--- config.mk ---
export PLATFORM = sky130hd
export DESIGN_NAME = npc_bht
export DESIGN_NICKNAME = d
export VERILOG_FILES = /design/src/rtl/npc_pkg.sv /design/src/rtl/npc_bht_table.sv /design/src/rtl/npc_bht.sv
export SDC_FILE = /design/constraint.sdc
export NUM_CORES = 1
export LEC_CHECK = 0
export ABC_AREA = 1
export ABC_CLOCK_PERIOD_IN_PS = 6300
export CORE_MARGIN = 2
export CORE_UTILIZATION = 45
export CTS_CLUSTER_SIZE = 8
export DETAILED_ROUTE_END_ITERATION = 10
export GPL_ROUTABILITY_DRIVEN = 0
export PLACE_DENSITY = 0.72
export SLEW_MARGIN = 20
export SYNTH_ARGS = -nofsm -noshare
export SYNTH_HDL_FRONTEND = slang
export SYNTH_SLANG_ARGS = --single-unit
--- constraint.sdc ---
create_clock -name clk -period 6.3 [get_ports clk]
set_input_delay 1.575 -clock clk [delete_from_list [all_inputs] [get_ports clk]]
set_output_delay 1.575 -clock clk [all_outputs]
set_load 0.02 [all_outputs]
--- src/rtl/npc_pkg.sv ---
// rtl/npc_pkg.sv - counter type, reset PC and branch-offset helper shared by the npc_bht files
package npc_pkg;

  typedef enum logic [1:0] {
    SNT = 2'b00,
    WNT = 2'b01,
    WT  = 2'b10,
    ST  = 2'b11
  } cnt_t;

  localparam logic [31:0] PC_RESET_DEFAULT = 32'h0000_3000;

  function automatic logic [31:0] br_offset(input logic [15:0] imm);
    return {{14{imm[15]}}, imm, 2'b00};
  endfunction

endpackage

--- src/rtl/npc_bht_table.sv ---
// rtl/npc_bht_table.sv - 2-bit saturating counter array, read on F_PC, update from E
// Built only when NPC_BHT_EN is defined.
`ifdef NPC_BHT_EN
module npc_bht_table
  import npc_pkg::*;
#(
  parameter int   DEPTH    = 64,
  parameter int   IDX_W    = $clog2(DEPTH),
  parameter cnt_t CNT_INIT = WNT
) (
  input  logic             clk,
  input  logic             reset,
  input  logic [IDX_W-1:0] rd_idx_i,
  output cnt_t             rd_cnt_o,
  input  logic             upd_en_i,
  input  logic [IDX_W-1:0] upd_idx_i,
  input  logic             upd_taken_i
);

  cnt_t       cnt_q [DEPTH];
  logic [1:0] upd_cur;
  logic [1:0] upd_cnt_d;

  // Read is the registered value, so a same-cycle update to this index is not seen.
  assign rd_cnt_o = cnt_q[rd_idx_i];
  assign upd_cur  = cnt_q[upd_idx_i];

  always_comb begin
    upd_cnt_d = upd_cur;
    if (upd_taken_i) begin
      if (upd_cur != 2'b11) upd_cnt_d = upd_cur + 2'd1;
    end else begin
      if (upd_cur != 2'b00) upd_cnt_d = upd_cur - 2'd1;
    end
  end

  always_ff @(posedge clk) begin
    if (reset) begin
      for (int i = 0; i < DEPTH; i++) cnt_q[i] <= CNT_INIT;
    end else if (upd_en_i) begin
      cnt_q[upd_idx_i] <= cnt_t'(upd_cnt_d);
    end
  end

endmodule
`endif

--- src/rtl/npc_bht.sv ---
// rtl/npc_bht.sv - F-stage next-PC unit with delay slots, BHT prediction and E-stage repair
// NPC_BHT_EN selects the counter table; otherwise static backward-taken/forward-not-taken.
module npc_bht
  import npc_pkg::*;
#(
  parameter int          BHT_DEPTH = 64,
  parameter logic [31:0] PC_RESET  = PC_RESET_DEFAULT,
  parameter cnt_t        CNT_INIT  = WNT
) (
  input  logic        clk,
  input  logic        reset,
  input  logic        stall,
  input  logic        F_is_br,
  input  logic        F_is_jal,
  input  logic [25:0] F_Imm26,
  input  logic        D_jr,
  input  logic [31:0] D_jr_target,
  input  logic        E_br,
  input  logic [31:0] E_PC,
  input  logic        E_taken,
  input  logic        E_pred,
  input  logic [31:0] E_target,
  output logic [31:0] F_PC,
  output logic        F_pred,
  output logic        flush_F
);

  localparam int IDX_W = $clog2(BHT_DEPTH);

  logic [31:0] f_pc_q, f_pc_d;
  logic        pend_v_q, pend_v_d;
  logic [31:0] pend_pc_q, pend_pc_d;
  logic        redir_v_q, redir_v_d;
  logic [31:0] redir_pc_q, redir_pc_d;

  logic        mis;
  logic        pred;
  logic [31:0] fix_pc, seq_pc, btgt, jtgt;

  assign mis    = E_br & (E_taken != E_pred);
  assign fix_pc = E_taken ? E_target : E_PC + 32'd8;
  assign seq_pc = f_pc_q + 32'd4;
  assign btgt   = seq_pc + br_offset(F_Imm26[15:0]);
  assign jtgt   = {f_pc_q[31:28], F_Imm26, 2'b00};

`ifdef NPC_BHT_EN
  cnt_t rd_cnt;

  npc_bht_table #(
    .DEPTH    (BHT_DEPTH),
    .IDX_W    (IDX_W),
    .CNT_INIT (CNT_INIT)
  ) u_table (
    .clk         (clk),
    .reset       (reset),
    .rd_idx_i    (f_pc_q[IDX_W+1:2]),
    .rd_cnt_o    (rd_cnt),
    .upd_en_i    (E_br),
    .upd_idx_i   (E_PC[IDX_W+1:2]),
    .upd_taken_i (E_taken)
  );

  assign pred = F_is_br & rd_cnt[1];
`else
  logic unused_cfg;
  assign unused_cfg = ^{2'(CNT_INIT), 8'(IDX_W)};
  assign pred       = F_is_br & F_Imm26[15];
`endif

  assign F_PC    = f_pc_q;
  assign F_pred  = pred;
  // A buffered redirect flushes again once the frozen F/D register can take it.
  assign flush_F = mis | (redir_v_q & ~stall);

  always_comb begin
    f_pc_d     = f_pc_q;
    pend_v_d   = pend_v_q;
    pend_pc_d  = pend_pc_q;
    redir_v_d  = redir_v_q;
    redir_pc_d = redir_pc_q;
    if (mis) begin
      pend_v_d = 1'b0;
      if (stall) begin
        redir_v_d  = 1'b1;
        redir_pc_d = fix_pc;
      end else begin
        f_pc_d    = fix_pc;
        redir_v_d = 1'b0;
      end
    end else if (redir_v_q && !stall) begin
      f_pc_d    = redir_pc_q;
      redir_v_d = 1'b0;
    end else if (!stall) begin
      if (D_jr) begin
        f_pc_d = D_jr_target;
      end else if (pend_v_q) begin
        f_pc_d   = pend_pc_q;
        pend_v_d = 1'b0;
      end else if (F_is_br || F_is_jal) begin
        // Fetch the delay slot first; the control-flow target follows next cycle.
        f_pc_d    = seq_pc;
        pend_v_d  = 1'b1;
        pend_pc_d = F_is_jal ? jtgt : (pred ? btgt : f_pc_q + 32'd8);
      end else begin
        f_pc_d = seq_pc;
      end
    end
  end

  always_ff @(posedge clk) begin
    if (reset) begin
      f_pc_q     <= PC_RESET;
      pend_v_q   <= 1'b0;
      pend_pc_q  <= 32'd0;
      redir_v_q  <= 1'b0;
      redir_pc_q <= 32'd0;
    end else begin
      f_pc_q     <= f_pc_d;
      pend_v_q   <= pend_v_d;
      pend_pc_q  <= pend_pc_d;
      redir_v_q  <= redir_v_d;
      redir_pc_q <= redir_pc_d;
    end
  end

endmodule

==> key figures <==
Status
  – Status: completed

Logic synthesis
  – Fraction of the yosys area taken by sequential cells: 0.1981
  – Area of the mapped netlist: 0.009902 sq mm
  – Synth area leaders: nand2_1 (20%), dfxtp_1 (20%), a21oi_1 (8.1%), inv_1 (7.7%), o21ai_0 (6.9%)
  – Syn Inst Count: 1746
  – Synth Flop Type: dfxtp_1
  – Synth Warn #: 0
  – Seq cells post-synth: 98
  – Post-synthesis net count: 1916
  – Post-synthesis cell type count: 54
  – Dominant cell type by area after synthesis: nand2_1
  – Top-area cell type share of the netlist area: 0.2013
  – Post-synth ARST share: 0
  – Number of enable flip-flop cells after synthesis: 0
  – Synthesized area per cell: 5.671 sq um

Global route
  – First-pass GRT wire length: 57.88 mm
  – Initial antenna violation count: 1
  – Largest net degree at the start of global routing: 53
  – Grt ovf: 0
  – Vias in the first global route: 11170
  – Overall Global Routing Usage: 0.3078

Pwr
  – Peak supply drop: 0.1185 mV
  – Pwr/cell area: 169.3 mW/mm^2
  – Pleak: 5.668 nW

Critical path
  – Crit Path Category: in2out
  – Crit path launch type: input pin
  – Critical Path AT: 3.40 ns
  – Crit path max-delay cell type: clkdlybuf4s50_1
  – Worst path max stage delay: 0.63 ns
  – CP top delay family: buffers and inverters
  – Buf/Inv on CP: 4
  – Data required, critical path: 4.72 ns
  – Crit-path cells: clkdlybuf4s50_1 > buf_4 > nor2_1 > nor2_4 > nor2_1 > inv_1 > clkdlybuf4s50_1
  – Crit path max fanout: 25
  – CP endpoint kind: output pin

Drt
  – Initial DRC count: 1290
  – Vias per cell: 5.521
  – DR vias: 11880
  – Initial DRT Pass Iterations: 6
  – Routed Antenna Nets: 0
  – Post-route DRC: 0
  – WL final: 36.64 mm
  – Routed len/inst: 17.03 um

Cells and area
  – Fin cells: 2151
  – Area grow syn2layout: 21.06%
  – Multi-input logic area: 0.006803 sq mm
  – Filler cells: 2216
  – Commonest non-fill, non-tap cell in the layout: nand2_1
  – ANT cells: 0
  – Final net count: 2036
  – Reg area: 0.001962 sq mm
  – Commonest cells after routing, fill and taps aside: nand2_1 (531), inv_1 (202), nor2_1 (164), clkdlybuf4s50_1 (164), a21oi_1 (161)
  – Final Cell Area: 0.01199 sq mm
  – Share of cells above drive strength 1: 0.04543
  – Final design utilization: 0.5527

Floorplanning
  – I/O Pins: 165
  – Die width: 152.3 um
  – Area of the core: 0.02169 sq mm
  – Rows: 54
  – Initial Util: 0.4566
  – Die Ht: 152.3 um
  – Die ar.: 0.02321 sq mm

Timing
  – Setup TNS: 0 ns
  – RSZ-0062 raised after global routing: false
  – Period utilisation layout: 0.7902
  – Max_slew headroom: 0.3041
  – Least-Margin Pin Slew: 1.043 ns
  – # setup viols final: 0
  – Hold Fails Final Rpt: 0
  – Max-slew violation count: 0
  – Minimum clock period: 4.978 ns
  – Clk_skew: 0.01147 ns
  – Peak Freq: 200.9 MHz

CTS
  – CTS root buf: clkbuf_16
  – Clock sinks: 98
  – Maximum clock insertion buffer count: 2
  – H-tree depth: 3
  – Setup Buffers After CTS: 0
  – Clk_lat worst skew: 0.35 ns
  – CTS tree: done
  – Post-cts gate resize count: 0
  – Hold_buf cts: 0
  – Number of CTS-inserted buffers: 9
  – CTS clk-pin slew, worst paths: 0.08 ns

Min path
  – Min-delay worst type: reg2reg

Placement
  – Placed insts: 2135
  – Dpl cell area: 0.01166 sq mm
  – I/O Buffers: 164
  – DP HPWL: 28.66 mm

Run
  – Max_cap viols: 0
synth_stat cells (3+ instances only):
cell type,instances
a21oi_1,161
clkbuf_8,3
o22ai_1,3
mux2i_1,4
o21ai_1,15
ha_1,38
nor3_1,19
buf_4,3
nor2_1,167
inv_2,6
nor2_2,18
a31oi_1,8
nand3b_1,8
and3_1,3
or2_2,6
dfxtp_1,98
o21ai_0,137
nand3_1,109
inv_1,202
nand2_2,9
o21a_1,5
buf_2,19
clkbuf_1,38
a211oi_1,3
o211ai_1,21
xor2_1,35
xnor2_1,11
buf_6,3
nor2_4,3
nand2_1,531
nand4_1,19
o21bai_1,12
per-stage QoR:
step | hold slack (ns) | setup slack [ns] | total power [mW]
after floorplan | 0.4268 | 2.321 | 1.147
after global placement | 0.4489 | 1.366 | 1.416
after detailed placement | 0.4552 | 1.284 | 1.425
after CTS | 0.4692 | 1.326 | 2.020
after global routing | 0.4941 | 1.209 | 2.144
final | 0.4693 | 1.322 | 2.030
kinds of logic after synthesis:
| family | synth area share |
|---|---|
| AO/OA/AOI/OAI | 0.2050 |
| adder cells (fa/ha/maj) | 0.05004 |
| flip-flops | 0.1981 |
| buffers and inverters | 0.1166 |
| AND/OR/NAND/NOR | 0.3855 |
| XOR/XNOR | 0.04069 |
| multiplexers | 0.004044 |
layer usage:
layer  part of all wire  wire length (um)  track usage
met1               0.42             15410       0.4104
met2               0.45             16340       0.4974
met3              0.091              3319      0.04380
met4              0.043              1559       0.1331
met5            0.00035                13            0
path summary, 6_finish.rpt:
| kind | slack [ns] | cells after the start | from | to |
|---|---|---|---|---|
| max reg2reg | 2.59 | 20 | F_PC[2]$_SDFFE_PP0P_ | pend_pc_q[31]$_SDFFE_PP0P_ |
| min reg2reg | 0.47 | 1 | redir_pc_q[5]$_SDFFE_PP0P_ | redir_pc_q[5]$_SDFFE_PP0P_ |
| min | 0.47 | 1 | redir_pc_q[5]$_SDFFE_PP0P_ | redir_pc_q[5]$_SDFFE_PP0P_ |
| max | 1.32 | 7 | E_taken | flush_F |
area by class of cell:
type	instances	area share
clock inverter	6	0.006993
timing repair buffer	180	0.1470
inverter	210	0.06576
tap	280	0.02922
clock buffer	10	0.01994
sequential	98	0.1637
multi-input combinational	1367	0.5675
state kept, by name, indices dropped and copies added (netlist names):
signal / cells
redir_v_q: 1
redir_pc_q: 32
F_PC: 32
pend_v_q: 1
pend_pc_q: 32
power by group:
group / switching (mW) / internal (mW)
Combinational: 0.439 / 0.280
Clock: 0.271 / 0.328
Sequential: 0.0521 / 0.659
(Power assumes the default switching activity.)
